--- config.mk ---
export PLATFORM = sky130hd
export DESIGN_NAME = multiplier
export DESIGN_NICKNAME = d
export VERILOG_FILES = /design/src/rtl/multiplier.sv
export SDC_FILE = /design/constraint.sdc
export NUM_CORES = 1
export LEC_CHECK = 0
export BUFFER_PORTS_ARGS = -buffer_cell sky130_fd_sc_hd__clkbuf_2
export CAP_MARGIN = 20
export CORE_MARGIN = 2
export CORE_UTILIZATION = 40
export CTS_CLUSTER_SIZE = 8
export DETAILED_ROUTE_END_ITERATION = 8
export REMOVE_ABC_BUFFERS = 1
export SKIP_CTS_REPAIR_TIMING = 1
export SLEW_MARGIN = 20
export SYNTH_ARGS = -nofsm -noshare
export SYNTH_HDL_FRONTEND = slang
export SYNTH_SLANG_ARGS = --single-unit
--- constraint.sdc ---
create_clock -name Clk -period 10.1 [get_ports Clk]
set_input_delay 2.02 -clock Clk [delete_from_list [all_inputs] [get_ports Clk]]
set_output_delay 2.02 -clock Clk [all_outputs]
set_load 0.05 [all_outputs]
--- src/rtl/multiplier.sv ---
// ----------------------------------------------------------------------------
// multiplier
//   Sequential 32x32 signed (two's-complement) add-and-shift multiplier.
//   Retires one multiplier bit per clock. The last step subtracts the
//   multiplicand, because the multiplier's sign bit has weight -2^31.
//   The 64-bit product appears in {Aval, Bval} once ready returns high.
//
// Ports
//   Clk      in   1   rising-edge clock
//   Reset_n  in   1   asynchronous active-low reset
//   Run      in   1   start request (level); sampled only while idle
//   mulA     in   32  signed multiplicand, latched when an operation starts
//   mulB     in   32  signed multiplier, latched when an operation starts
//   Aval     out  32  accumulator; product[63:32] when done
//   Bval     out  32  multiplier shift register; product[31:0] when done
//   X        out  1   accumulator sign-extension bit; equals Aval[31] when done
//   ready    out  1   1 = idle or result valid, 0 = busy
// ----------------------------------------------------------------------------
module multiplier (
    input  logic        Clk,
    input  logic        Reset_n,
    input  logic        Run,
    input  logic [31:0] mulA,
    input  logic [31:0] mulB,
    output logic [31:0] Aval,
    output logic [31:0] Bval,
    output logic        X,
    output logic        ready
);

    typedef enum logic [1:0] {
        IDLE,
        LOAD,
        CALC,
        DONE
    } state_t;

    state_t      state;
    state_t      state_n;
    logic [31:0] Sreg;
    logic [5:0]  cnt;
    logic [32:0] a_ext;
    logic [32:0] s_ext;
    logic [32:0] sum;

    // State register
    always_ff @(posedge Clk or negedge Reset_n) begin
        if (!Reset_n) begin
            state <= IDLE;
        end else begin
            state <= state_n;
        end
    end

    // Next-state and ready decode
    always_comb begin
        state_n = state;
        ready   = 1'b0;
        case (state)
            IDLE: begin
                ready = 1'b1;
                if (Run) begin
                    state_n = LOAD;
                end
            end
            LOAD: begin
                state_n = CALC;
            end
            CALC: begin
                if (cnt == 6'd31) begin
                    state_n = DONE;
                end
            end
            DONE: begin
                ready = 1'b1;
                // A held Run never restarts; Run must drop to 0 first.
                if (!Run) begin
                    state_n = IDLE;
                end
            end
            default: begin
                state_n = IDLE;
            end
        endcase
    end

    // 33-bit partial sum. The top bit becomes the new X and is shifted into
    // the accumulator MSB, so the arithmetic shift never overflows.
    always_comb begin
        a_ext = {Aval[31], Aval};
        s_ext = {Sreg[31], Sreg};
        sum   = a_ext;
        if (Bval[0]) begin
            if (cnt == 6'd31) begin
                sum = a_ext - s_ext;
            end else begin
                sum = a_ext + s_ext;
            end
        end
    end

    // Datapath. Operands are captured on the edge that samples Run, so the
    // inputs only have to be valid alongside the start request.
    always_ff @(posedge Clk or negedge Reset_n) begin
        if (!Reset_n) begin
            Aval <= '0;
            Bval <= '0;
            X    <= 1'b0;
            Sreg <= '0;
            cnt  <= '0;
        end else begin
            case (state)
                IDLE: begin
                    if (Run) begin
                        Aval <= '0;
                        X    <= 1'b0;
                        Bval <= mulB;
                        Sreg <= mulA;
                        cnt  <= '0;
                    end
                end
                LOAD: begin
                    cnt <= '0;
                end
                CALC: begin
                    X    <= sum[32];
                    Aval <= {sum[32], sum[32:1]};
                    Bval <= {sum[0], Bval[31:1]};
                    cnt  <= cnt + 6'd1;
                end
                default: begin
                end
            endcase
        end
    end

endmodule

* After elaboration in Yosys (flattened, before gate mapping)
Index checks and enable logic that the tools add are counted.
** Word-level totals
- Bits in registers :: 105
- Input port bits :: 67
- Output and inout bits :: 66
** Cells by class
- Add/subtract/negate cells :: 3
- Equality and inequality tests :: 7
- Multiplexer cells :: 15
- Reduce and logical (&&, ||, !) cells :: 8
** Operators with widths (number)
- one-hot mux 32 bit (2 select lines) :: 2
- 2-to-1 mux 33 bit :: 2
- 2-to-1 mux 32 bit :: 2
- adder 32 x 32 -> 33 bit :: 1
- subtractor 32 x 32 -> 33 bit :: 1
- one-hot mux 6 bit (3 select lines) :: 1
- one-hot mux 2 bit (4 select lines) :: 1
- adder 6 x 1 -> 6 bit (second input constant) :: 1
- equality test 6 x 5 -> 1 bit (second input constant) :: 1
- 2-to-1 mux 2 bit :: 3
- 2-to-1 mux 6 bit :: 1
- inequality test 2 bit (second input constant) :: 3
- AND reduction 2 bit :: 3
- equality test 2 bit (second input constant) :: 2
- AND reduction 3 bit :: 1
- nonzero test 3 bit :: 1
- equality test 2 x 1 -> 1 bit (second input constant) :: 1
- zero test 2 bit :: 1
- 2-to-1 mux 1 bit :: 2
- one-hot mux 1 bit (2 select lines) :: 1
- nonzero test 2 bit :: 1
- OR reduction 2 bit :: 1

* Longest topological paths before layout
- Depth in word-level cells :: 4
- Depth in mapped cells :: 18

* Worst setup path after synthesis
Ideal clock, no wire load.
- Path type :: flip-flop to flip-flop
- From :: register cnt[0]
- To :: register Aval[31]
- Arrival :: 3942 ps
- Required time :: 9975 ps
- Setup slack :: 6033 ps
- Stages on the path, launching flop included :: 17
- Cell sequence :: dfrtp_1 -> ha_1 -> nand3_1 -> nor3b_1 -> clkbuf_1 -> nor2_1 -> xnor2_1 -> ha_1 -> a21o_1 -> a211o_1 -> o32a_1 -> o31a_2 -> a311o_2 -> a2111o_1 -> a31oi_2 -> xnor2_1 -> o21ai_1
** Between the ends
- Word-level cells in the longest chain between the ends :: 4
** RTL lines
- from (decl) :: line 41 : logic [5:0] cnt;
- from (signal assigned) :: line 129 : cnt <= cnt + 6'd1;
- equality test 6 x 5 -> 1 bit :: line 94 : if (cnt == 6'd31) begin
- 2-to-1 mux 33 bit :: line 94
- 2-to-1 mux 33 bit :: line 93 : if (Bval[0]) begin
- one-hot mux 32 bit (2 select lines) :: line 112 : case (state)
- to (signal assigned) :: line 127 : Aval <= {sum[32], sum[32:1]};
- to (decl) :: line 25 : output logic [31:0] Aval,
No other way between the ends.
A chain may end at the register's enable or synchronous reset.

* Worst setup path in the final report
- From :: register Sreg[3]
- To :: register Aval[31]
** Between the ends
- Word-level cells in the longest chain between the ends :: 4
- Elaborated cells on any way between the ends :: 5
** RTL lines
- from (decl) :: line 40 : logic [31:0] Sreg;
- from (signal assigned) :: line 118 : Sreg <= mulA;
- adder 32 x 32 -> 33 bit or subtractor 32 x 32 -> 33 bit (tied branches) :: line 97, 95
- 2-to-1 mux 33 bit * :: line 94
- 2-to-1 mux 33 bit * :: line 93
- one-hot mux 32 bit (2 select lines) * :: line 112
Mark *: on every way between the ends. The rest lies on a longest branch, timed or not.

==> results.cfg <==
[grt]
grt-ovfl-total = 0
grt_max_degree = 73
grt_first_pass_wirelength_um = 26500
grt_pass1_vias = 5277
antenna_found_initial = 0
grt.total_usage = 0.185

[setup_path]
r2r_start = Sreg[3]
cpPeakStageDelay_ns = 0.46
regToRegSetupSlack_ns = 5.52
reg2reg_to = Aval[31]
crit_end = Aval[31]
startpoint_type = flop
end_kind = flop
crit_path_top_delay_cell = a311o_2
crit_buf_inv = 0
crit_type = flop to flop
cp_top_family = compound AO/OA/AOI/OAI gates
path_max_fanout = 5
crit_arrival_ns = 4.78
critical_path.cell_chain = nor3_1, nand3_1, nor3_1, and2_1, nor2_1, xnor2_1, ha_1, a21o_1, a211o_1, o32a_1, o31a_2, a311o_2, a2111o_1, a31oi_2, xnor2_1, o21ai_1
crit_start = Sreg[3]
critPathRequiredTime_ns = 10.30
reg2reg_depth = 16
crit_cells = 16

[routing]
first_iter_violations = 267
wl_per_cell_um = 15.5
routed-via-count = 5485
totalWireLength_um = 16100
via_per_inst = 5.29
ant_nets = 0
route.detailed.drc = 0
first_pass_iters = 5

[synth]
ys_seq_area_frac = 0.397
ys_top_cells_by_count = 104 x dfrtp_1, 85 x o21ai_0, 79 x nand2_1, 54 x a21oi_1, 39 x xnor2_1
ys_warn_count = 0
synth_edf_count = 0
synth.most_common_cell = dfrtp_1
synthCells = 699
syn_area_um2 = 6550
netlist.area_leader.share = 0.397
yosys_register_bits = 104
synth_flop_cell = dfrtp_1
post-synth-top-area-cell = dfrtp_1
yosysUniqueCellTypes = 49
async_reset_ff_frac = 1.00
syn_avg_cell_area_um2 = 9.37
synth.top_cells.by_area = dfrtp_1 40%, ha_1 7.1%, o21ai_0 6.5%, mux2_2 5.7%, mux2i_1 5.4%

[job]
maxCapViolCount = 0

[sta]
max_freq_mhz = 218
setup_viol = 0
hold_violations = 0
slew_headroom = 0.345
rsz0062_at_grt = no
finalCritPeriodShare = 0.454
post-route-min-period_ns = 4.58
whs_ns = 0.503
setup_tns_ns = 0
max_slew.worst_pin.slew_ns = 0.981
slew_violations = 0
skew_ns = 0.00923

[place]
hpwl_um = 12000
routabilityCongestion = 0.909
numPortBuffers = 132

[layout]
fillers = 1555
ff_latch_area_um2 = 2600
multiInputGateArea_um2 = 3780
antenna_cells = 0
final_nets = 921
layout-drive-gt1-share = 0.244
area_delta_synth_final_pct = 18.6

[cts]
clk_latency_ns = 0.35
cts_inserted_buffers = 9
clockBufferDepth = 2
cts_tree = done
cts_sinks = 104
clk_pin_slew_ns = 0.07
htreeDepth = 3
cts-root-buf = clkbuf_16

[floorplan]
rows = 46
dieArea_um2 = 17400
initial_utilization = 0.411
die_h_um = 132
io_pins = 133
core_um2 = 15900
die_w_um = 132

[run_status]
status = completed

[min_path]
hp-class = flop to flop
[stage by stage]
| step | util | std cells | worst slack [ns] | area, um2 |
|---|---|---|---|---|
| 2_1_floorplan | - | 667 | 4.19 | 6420 |
| 3_3_place_gp | 0.465 | 1020 | 5.75 | 7420 |
| 3_5_place_dp | 0.467 | 1021 | 5.61 | 7440 |
| 4_1_cts | 0.487 | 1037 | 5.55 | 7770 |
| 5_1_grt | 0.487 | 1037 | 5.17 | 7770 |
| 6_report | 0.487 | 1037 | 5.52 | 7770 |
[state kept, by name, summed over array words and instances, names as in the netlist]
register  flops
Aval         32
Bval         32
state         2
Sreg         32
cnt           6
[cell type report]
| cell class | instances | area share |
|---|---|---|
| Sequential cell | 104 | 0.335 |
| Inverter | 17 | 0.00822 |
| Clock buffer | 10 | 0.0308 |
| Multi-Input combinational cell | 546 | 0.487 |
| Timing Repair Buffer | 138 | 0.0938 |
| Tap cell | 216 | 0.0348 |
| Clock inverter | 6 | 0.0106 |
[worst min-delay path: stages, from the launching register on]
cell	delay (ns)
dfrtp_1	0.36
nand2_1	0.05
o21ai_0	0.06
[placed cells by master (no fill, tap or decap), drive strengths merged, types with 13 or more instances in the layout]
cell / synthesis / layout
a21o: 14 / 14
a21oi: 54 / 54
a22oi: 20 / 20
clkbuf: 23 / 141
dfrtp: 104 / 104
ha: 37 / 37
inv: 17 / 17
mux2: 33 / 33
mux2i: 35 / 35
nand2: 79 / 79
nor2: 31 / 31
nor3: 13 / 13
o21ai: 90 / 90
xnor2: 39 / 39
xor2: 21 / 21
[kinds of logic (layout without fill, tap and decap cells)]
group,after synthesis,in the layout,share of synthesized area
AOI/OAI and AO/OA,216,216,0.196
and+or+nand+nor,164,164,0.113
DFF,104,104,0.397
muxes,68,68,0.110
xor gates and xnor gates,60,60,0.0803
buffers and inverters,49,171,0.0287
adders and majority gates,38,38,0.0738
[layer usage]
metal / vias to the layer above / global-route usage / routed length (um)
met2: 138 / 0.297 / 7250
li1: 2740 / - / -
met5: - / 0 / 0
met4: 0 / 0.0489 / 202
met3: 15 / 0.0388 / 831
met1: 2592 / 0.254 / 7840
[worst min path at each step]
stage | from | end | slack, ns | depth (start not counted)
after floorplan | cnt[4] | cnt[4] | 0.47 | 1
after global placement | Bval[26] | Bval[26] | 0.49 | 2
final | Bval[31] | Bval[31] | 0.50 | 2
after CTS | Bval[31] | Bval[31] | 0.51 | 2
after global routing | Bval[31] | Bval[31] | 0.53 | 2
after detailed placement | Bval[31] | Bval[31] | 0.50 | 2
Power is not shown: default switching activity piles up to over one toggle a cycle in this logic, so the estimate is an artifact.
